## config.mk

```make
export PLATFORM = sky130hd
export DESIGN_NAME = branch_control_unit
export DESIGN_NICKNAME = d
export VERILOG_FILES = /design/src/rtl/branch_control_unit.sv
export SDC_FILE = /design/constraint.sdc
export NUM_CORES = 1
export LEC_CHECK = 0
export ABC_CLOCK_PERIOD_IN_PS = 1850
export CAP_MARGIN = 20
export CORE_ASPECT_RATIO = 1.25
export CORE_MARGIN = 2
export CORE_UTILIZATION = 24
export CTS_CLUSTER_SIZE = 12
export DETAILED_ROUTE_END_ITERATION = 7
export PLACE_DENSITY = 0.87
export SLEW_MARGIN = 20
export SYNTH_ARGS = -nofsm -noshare
export SYNTH_HDL_FRONTEND = slang
export SYNTH_SLANG_ARGS = --single-unit
export TNS_END_PERCENT = 20
```

## constraint.sdc

```tcl
create_clock -name clk -period 1.85 [get_ports clk]
set_input_delay 0.185 -clock clk [delete_from_list [all_inputs] [get_ports clk]]
set_output_delay 0.185 -clock clk [all_outputs]
set_load 0.02 [all_outputs]
```

## src/rtl/branch_control_unit.sv

```systemverilog
// rtl/branch_control_unit.sv - multicycle fetch/decode/branch sequencer with downstream handoff
// Runs FETCH/DECODE, executes BEQ/BNE/BLT/BGE, JAL and JALR, and hands every other opcode off.
module branch_control_unit (
  input  logic        clk,
  input  logic        reset_n,
  input  logic [31:0] instr,
  input  logic        mem_ready,
  input  logic        ext_done,
  output logic        MemRead,
  output logic        IrWrite,
  output logic        PcWrite,
  output logic        PcWriteCond,
  output logic [1:0]  BranchType,
  output logic [1:0]  PcSource,
  output logic [1:0]  AluSrcA,
  output logic [1:0]  AluSrcB,
  output logic [1:0]  AluOp,
  output logic        AluOutWrite,
  output logic        RegWrite,
  output logic        MemToReg,
  output logic        ext_start,
  output logic        illegal
);

  localparam logic [2:0] S_FETCH    = 3'd0;
  localparam logic [2:0] S_DECODE   = 3'd1;
  localparam logic [2:0] S_BRANCH   = 3'd2;
  localparam logic [2:0] S_JAL      = 3'd3;
  localparam logic [2:0] S_JALR     = 3'd4;
  localparam logic [2:0] S_HANDOFF  = 3'd5;
  localparam logic [2:0] S_WAIT_EXT = 3'd6;
  localparam logic [2:0] S_ILLEGAL  = 3'd7;

  localparam logic [6:0] OP_BRANCH = 7'b1100011;
  localparam logic [6:0] OP_JAL    = 7'b1101111;
  localparam logic [6:0] OP_JALR   = 7'b1100111;

  logic [2:0] state;
  logic [2:0] state_next;
  logic [6:0] opcode;
  logic [2:0] funct3;
  logic       unused_instr_bits;

  assign opcode            = instr[6:0];
  assign funct3            = instr[14:12];
  assign unused_instr_bits = ^{instr[31:15], instr[11:7]};

  always_ff @(posedge clk or negedge reset_n) begin
    if (!reset_n) begin
      state <= S_FETCH;
    end else begin
      state <= state_next;
    end
  end

  always_comb begin
    state_next = S_FETCH;
    case (state)
      S_FETCH:    state_next = mem_ready ? S_DECODE : S_FETCH;
      S_DECODE: begin
        if (opcode == OP_BRANCH) begin
          // BLTU/BGEU (funct3[1] set) are not executed here
          state_next = funct3[1] ? S_ILLEGAL : S_BRANCH;
        end else if (opcode == OP_JAL) begin
          state_next = S_JAL;
        end else if (opcode == OP_JALR) begin
          state_next = S_JALR;
        end else begin
          state_next = S_HANDOFF;
        end
      end
      S_HANDOFF:  state_next = S_WAIT_EXT;
      S_WAIT_EXT: state_next = ext_done ? S_FETCH : S_WAIT_EXT;
      default:    state_next = S_FETCH;
    endcase
  end

  // Outputs are held at zero for as long as reset is asserted
  always_comb begin
    MemRead     = 1'b0;
    IrWrite     = 1'b0;
    PcWrite     = 1'b0;
    PcWriteCond = 1'b0;
    BranchType  = 2'd0;
    PcSource    = 2'd0;
    AluSrcA     = 2'd0;
    AluSrcB     = 2'd0;
    AluOp       = 2'd0;
    AluOutWrite = 1'b0;
    RegWrite    = 1'b0;
    MemToReg    = 1'b0;
    ext_start   = 1'b0;
    illegal     = 1'b0;
    if (reset_n) begin
      case (state)
        S_FETCH: begin
          MemRead = 1'b1;
          AluSrcB = 2'd1;
          IrWrite = mem_ready;
          PcWrite = mem_ready;
        end
        S_DECODE: begin
          AluSrcA     = 2'd2;
          AluSrcB     = 2'd2;
          AluOutWrite = 1'b1;
        end
        S_BRANCH: begin
          AluSrcA     = 2'd1;
          AluOp       = 2'd1;
          PcWriteCond = 1'b1;
          PcSource    = 2'd1;
          case (funct3)
            3'b001:  BranchType = 2'd1;
            3'b101:  BranchType = 2'd2;
            3'b100:  BranchType = 2'd3;
            default: BranchType = 2'd0;
          endcase
        end
        S_JAL: begin
          RegWrite = 1'b1;
          MemToReg = 1'b1;
          PcWrite  = 1'b1;
          PcSource = 2'd1;
        end
        S_JALR: begin
          AluSrcA  = 2'd1;
          AluSrcB  = 2'd2;
          PcWrite  = 1'b1;
          PcSource = 2'd2;
          RegWrite = 1'b1;
          MemToReg = 1'b1;
        end
        S_HANDOFF: ext_start = 1'b1;
        S_ILLEGAL: illegal   = 1'b1;
        default: ;
      endcase
    end
  end

endmodule

```

# Word-level counts from Yosys, hierarchy flattened
# Index checks and enable logic that the tools add are counted.
word_totals:
  output_inout_bits: 19
  ff_bits: 3
classes:
  reduce_logical: 5
  n_eq_ne: 13
  muxes: 34
ops:
  columns: ["op", "count"]
  rows:
  - ["equality test 7 bit (second input constant)", 3]
  - ["2-to-1 mux 1 bit", 19]
  - ["equality test 3 bit (second input constant)", 6]
  - ["2-to-1 mux 3 bit", 4]
  - ["one-hot mux 2 bit (2 select lines)", 3]
  - ["one-hot mux 3 bit (4 select lines)", 1]
  - ["2-to-1 mux 2 bit", 5]
  - ["OR reduction 2 bit", 4]
  - ["equality test 3 x 1 -> 1 bit (second input constant)", 2]
  - ["equality test 3 x 2 -> 1 bit (second input constant)", 2]
  - ["one-hot mux 2 bit (3 select lines)", 1]
  - ["logical NOT 3 bit", 1]
  - ["one-hot mux 1 bit (2 select lines)", 1]

# Longest topological paths before layout
# Gate-level depths: netlist (run 1).
logic_depth:
  word_depth: 5
  depth_mapped: 5
  ltp_nobuf: 3

# Least setup slack after synthesis (run 1)
# Ideal clock, no wire load.
synth_path:
  kind: "register to output"
  start: "register state[2]"
  end: "output port PcWrite"
  t_arrival_ns: 1.634
  t_required_ns: 1.665
  path_slack_ns: 0.031
  stages_incl_launch_ff: 5
  n_path_buf: 1
  cell_sequence: "dfrtp_1 buf_2 nor4b_2 and2_1 o21bai_2"
synth_between:
  elab_chain_cells: 4
  word_cells_on_any_way: 6
  cone_classes: "2 x eq/ne; 2 x mux; 2 x reduce/logical"
synth_lines:
  columns: ["element", "line", "text"]
  rows:
  - ["start: declaration", "38", "logic [2:0] state;"]
  - ["start signal: assignment", "52", "state <= state_next;"]
  - ["equality test 3 bit / equality test 3 x 2 -> 1 bit (equally long branches)", "95", "case (state)"]
  - ["OR reduction 2 bit (no source line)", null, null]
  - ["one-hot mux 1 bit (2 select lines) (*)", "95", null]
  - ["2-to-1 mux 1 bit (*)", "94", "if (reset_n) begin"]
  - ["end: declaration", "11", "output logic PcWrite,"]
# Every way passes the cells marked *; elsewhere a longest branch is shown, timed or not.

# Final worst setup path (run 1)
layout_path:
  start: "register state[2]"
  end: "output port PcSource[0]"
layout_between:
  elab_chain_cells: 4
  word_cells_on_any_way: 6
  cone_classes: "3 x eq/ne; 2 x mux; 1 x reduce/logical"
layout_lines:
  columns: ["element", "line", "text"]
  rows:
  - ["equality test 3 x 2 -> 1 bit", "95", null]
  - ["OR reduction 2 bit (no source line)", null, null]
  - ["one-hot mux 2 bit (2 select lines) (*)", "95", null]
  - ["2-to-1 mux 2 bit (*)", "94", null]
  - ["end: declaration", "14", "output logic [1:0] PcSource,"]
# Marked as above.

==> metrics.txt, run 1 <==
via count=492; TritonCTS Buffers=3; Yosys top cell by area=dfrtp_1; top post-synthesis cells by area=dfrtp_1 (19%), buf_4 (9.3%), nor3_1 (6.2%), nor2_1 (5.6%), nor3b_1 (5.6%); RePlAce Congestion=0.754; max reg flops=3; static leakage=0.383 nW; synthesis-stage register bit count=3; Post-Syn Area=404 sq um; Fin. Hold Viols=0; Slowest-stage cell, CP=clkdlybuf4s50_1; CP peak stage delay=0.58 ns; layout cell share with drive strength beyond 1=0.270; Final Net Count=126; Final Total Pwr=0.953 mW; # IOs=55; number of flops mapped to enable cells by yosys=0; Ys Warns=0; area occupied by multi-input gates=263 sq um; # fillers=178; maximum fanout along the worst path=5; CTS Buffer Depth=2; Slew Viols, Final=0; Synth Instances=51; post-route clock period utilization=0.958; Synth Area per Inst=7.92 sq um; routed vias/inst=4.60; post-route antenna net violation count=0; first-pass detailed-route iteration total=4; routed len/inst=10.7 um; CP cell instances=and3b_1 > buf_4 > clkdlybuf4s50_1; Total Routing Usage GR=0.128; crit path DAT=1.59 ns; synthesized net count=87; Final HPWL DP=933 um; # port buffers=31; clock latency at the later pin of the worst-skew pair=0.24 ns; sequential fraction of the synthesis area=0.186; fmax=0.564 GHz; total gr overflow=0; CTS Root Cell=clkbuf_4; WP data required=1.66 ns; Critical Path Sink Type=output port; Max Cap Violations=0; initial antenna violation count=0; hold crit path type=input port to async pin; Die Width=40.7 um; antenna cells=0; Remaining DRCs=0; post-CTS setup buffer count=0; maximum vdd drop=0.393 mV; Synth top area share=0.186; CP top delay family=buffers and inverters; first-pass GRT wire length=1.78 mm; endpoints failing setup=0; clk slew on worst S/H paths=0.04 ns; Area Growth Syn to Fin=85.4%; Biggest register=state; Clock Sinks=3; die footprint=2030 sq um; cell with the most instances after synthesis=nor2_1; # rows=16; crit start category=flop; CTS tree=yes; worst setup margin=0.0781 ns; Largest regs=state x3; Die Y=49.9 um; vias in the first global route=452; pwr/cell area=1270 nW/um^2; Setup Skew=0.00382 ns; Buf/Inv on CP=2; Top FF cell, synth=dfrtp_1; Core Footprint=1580 sq um; H-tree levels=1; Distinct cells, synth=28; RSZ-0062 raised after global routing=yes; # hold bufs at CTS=0; Reg area=75.1 sq um; Critical Setup Path Class=flop to output port; Fin Hold WS=0.277 ns; largest net degree at the start of global routing=9; post-layout minimum cycle time=1.77 ns; Routed WL=1.14 mm; fin area=749 sq um; ys async rst share=1.00; Placement Setup Slack=-0.208 ns; most frequent cells after synthesis=nor2_1 (6), buf_4 (5), nor3_1 (5); Initial Util=0.256; status=finished clean; Placed Area=761 sq um; First DRT Iteration DRCs=4
==> placed cells by master (no fill, tap or decap), types with 2 or more instances in the layout <==
cell type | Yosys | final
clkbuf_4 | 0 | 3
nor3b_1 | 3 | 3
nor2_1 | 6 | 6
xnor2_1 | 2 | 2
inv_1 | 2 | 2
clkdlybuf4s50_1 | 0 | 14
nand2_1 | 3 | 3
dfrtp_1 | 3 | 3
clkbuf_2 | 0 | 4
dlygate4sd2_1 | 0 | 12
buf_4 | 5 | 12
nor2b_1 | 2 | 2
nor3_1 | 5 | 5
==> kinds of logic after synthesis <==
kind of cell / count (synthesis) / share of synthesized area
xor gates and xnor gates: 3 / 0.0650
buffers and inverters: 10 / 0.164
other: 1 / 0.00928
AOI/OAI and AO/OA: 8 / 0.180
and+or+nand+nor: 26 / 0.396
DFF: 3 / 0.186
==> routing by layer <==
layer  wire length, um  global-route usage
met1               434               0.131
met2               626               0.209
met3                80              0.0450
met4                 0              0.0778
met5                 0                   0
==> worst reg2reg max path, stage by stage (launching register included) <==
cell     delay (ns)
dfrtp_1        0.43
buf_4          0.18
nor3b_1        0.13
o21ai_1        0.15
a21bo_2        0.24
==> where the power goes <==
group	total (mW)	internal, mW	switching (mW)
clock network	0.118	0.0810	0.0369
registers	0.137	0.0965	0.0410
logic	0.698	0.349	0.349
==> layout make-up <==
class                           instances  area share
Timing Repair Buffer                   42       0.474
Multi-Input combinational cell         38       0.351
Sequential cell                         3       0.100
Clock buffer                            4      0.0351
Tap cell                               18      0.0301
Inverter                                2      0.0100
==> path summary, 6_finish.rpt <==
| check | start | endpoint | slack [ns] | depth (start not counted) |
|---|---|---|---|---|
| hold reg to reg | state[2] | state[0] | 0.65 | 2 |
| setup / recovery | state[2] | PcSource[0] | 0.08 | 3 |
| min in group clk | mem_ready | state[0] | 0.63 | 3 |
| setup reg to reg | state[1] | state[1] | 0.60 | 4 |
| max in group asynchronous | reset_n | state[0] | 1.47 | 2 |
| hold / removal | reset_n | state[2] | 0.28 | 2 |
==> timing repair <==
action	in CTS	in global routing
endpoints found under the setup margin	17	5
gates cloned	0	0
gates resized for setup	17	9
==> metrics by stage <==
step                 util  instances  setup TNS, ns
detailed placement  0.481        103          -1.36
finish              0.474        107              0
CTS                 0.483        107              0
global route        0.474        107        -0.0223
global placement    0.481        103          -1.05
floorplan               -         51              0
(Power assumes the default switching activity.)
==> run 2, diff against run 1 <==
--- a/config.mk
+++ b/config.mk
@@ -12,8 +12,8 @@
 export CORE_UTILIZATION = 24
 export CTS_CLUSTER_SIZE = 12
 export DETAILED_ROUTE_END_ITERATION = 7
+export GPL_TIMING_DRIVEN = 0
 export PLACE_DENSITY = 0.87
-export SLEW_MARGIN = 20
 export SYNTH_ARGS = -nofsm -noshare
 export SYNTH_HDL_FRONTEND = slang
 export SYNTH_SLANG_ARGS = --single-unit
==> run 2 against run 1 <==
Net effect:
- clock-buffer cell count unchanged
- power decreased by 2.5%
- sequential power decreased by 12%
- die area unchanged
- first-iteration DRC count decreased by 50%
- via count decreased by 4.7%
- flip-flop and latch count unchanged
- largest power group unchanged
- highest routed layer is now met4
==> metrics.txt, run 2 (synthesis results as in run 1) <==
static leakage=0.401 nW; TritonCTS Buffers=3; critical path depth=6; max reg flops=3; clk slew on worst S/H paths=0.04 ns; met3 routed WL=78 um; post-route antenna net violation count=0; WP data required=1.66 ns; Max Cap Violations=0; Routed WL=1.08 mm; routed len/inst=10.3 um; worst r2r path cells=4; crit start category=flop; die footprint=2030 sq um; Slowest-stage cell, CP=dfrtp_2; # port buffers=31; RSZ-0062 raised after global routing=yes; R2R Setup Slk=0.61 ns; vias in the first global route=419; met1 WL=417 um; worst setup path end=RegWrite; # rows=16; Critical Setup Path Class=flop to output port; Slew Viols, Final=0; Total Routing Usage GR=0.128; crit-path most repeated cell=buf_4; routed vias/inst=4.47; Core Footprint=1580 sq um; H-tree levels=1; endpoints failing setup=0; First DRT Iteration DRCs=2; Die Width=40.7 um; Setup Skew=0.00133 ns; post-layout minimum cycle time=1.83 ns; status=finished clean; Finished Layout Cells=105; CP top delay family=simple AND/OR/NAND/NOR gates; antenna cells=0; layout cell share with drive strength beyond 1=0.310; CP peak stage delay=0.44 ns; Fin Hold WS=0.522 ns; commonest non-fill, non-tap cell in the layout=clkdlybuf4s50_1; Critical Path Sink Type=output port; hold crit path type=input port to async pin; worst r2r dst=state[1]; Fin Setup TNS=0 ns; most frequent cells in the layout=clkdlybuf4s50_1 (12), buf_4 (9), dlygate4sd2_1 (8); Die Y=49.9 um; maximum vdd drop=0.391 mV; top sig layer=met4; CP Launch Point=state[0]; pwr/cell area=1250 nW/um^2; Area Growth Syn to Fin=84.5%; first-pass GRT wire length=1.73 mm; Final Net Count=124; fmax=0.547 GHz; clock latency at the later pin of the worst-skew pair=0.24 ns; Initial Util=0.256; Biggest register=state; largest net degree at the start of global routing=11; CTS Root Cell=clkbuf_4; Worst R2R Start=state[0]; initial antenna violation count=0; first-pass detailed-route iteration total=2; CTS tree=yes; Final Total Pwr=0.929 mW; via count=469; Clock Sinks=3; Largest regs=state x3; placed cells=100; crit path DAT=1.64 ns; # IOs=55; Buf/Inv on CP=3; Fin. Hold Viols=0; total gr overflow=0; Final HPWL DP=852 um; maximum fanout along the worst path=10; RePlAce Congestion=0.717; met2 routed WL=552 um; post-route clock period utilization=0.988; Remaining DRCs=0; CP cell instances=buf_6 > or3b_1 > o21a_1 > nor2_2 > buf_4 > buf_4; CTS Buffer Depth=2
## run 2: cell count changes in the layout (fill, tap and decap cells not counted), moves of 2 or more
cell	delta
buf_2	+5
buf_4	-3
clkbuf_2	-2
clkdlybuf4s50_1	-2
dlygate4sd2_1	-4
dlymetal6s2s_1	+2
## run 2: repair_timing
item / 4_1_cts / 5_1_grt
setup buffers: 0 / 0
hold endpoints to repair: 3 / 0
resized for setup: 30 / 8
endpoints found under the setup margin: 16 / 7
hold buffers: 1 / 0
## run 2: how the worst min path moves through the flow
stage,from,end,slack [ns]
floorplan,reset_n,state[0],-0.11
global placement,reset_n,state[1],0.42
detailed placement,reset_n,state[1],0.43
CTS,reset_n,state[0],0.51
global route,reset_n,state[0],0.56
finish,reset_n,state[2],0.52
## run 2: layout make-up
cell class,count,area (sq um)
fillers,162,836
repair buffers,32,280
multi-input cells,38,274
flip-flops and latches,3,76.3
plain buffers,8,58.8
clock buffers,4,26.3
well taps,18,22.5
inverters,2,7.51
## run 2: layer usage
metal  vias to the layer above  track usage
met3                         4       0.0405
li1                        240            -
met2                        21        0.198
met1                       204        0.142
met4                         0       0.0833
met5                         -            0
## run 2: per-stage QoR
step	setup WS (ns)	utilization	instance area [sq um]
after floorplan	0.0307	-	404
after global placement	-0.376	0.466	737
after detailed placement	-0.395	0.466	737
after CTS	-0.00914	0.472	746
after global routing	-0.0681	0.472	746
final	0.0228	0.472	746
## run 2: power breakdown
group	total (mW)	switching, mW	internal [mW]	leakage, nW
Clock	0.119	0.0380	0.0811	0.0150
Sequential	0.121	0.0229	0.0979	0.0370
Combinational	0.689	0.367	0.322	0.349
Total	0.929	0.428	0.501	0.401
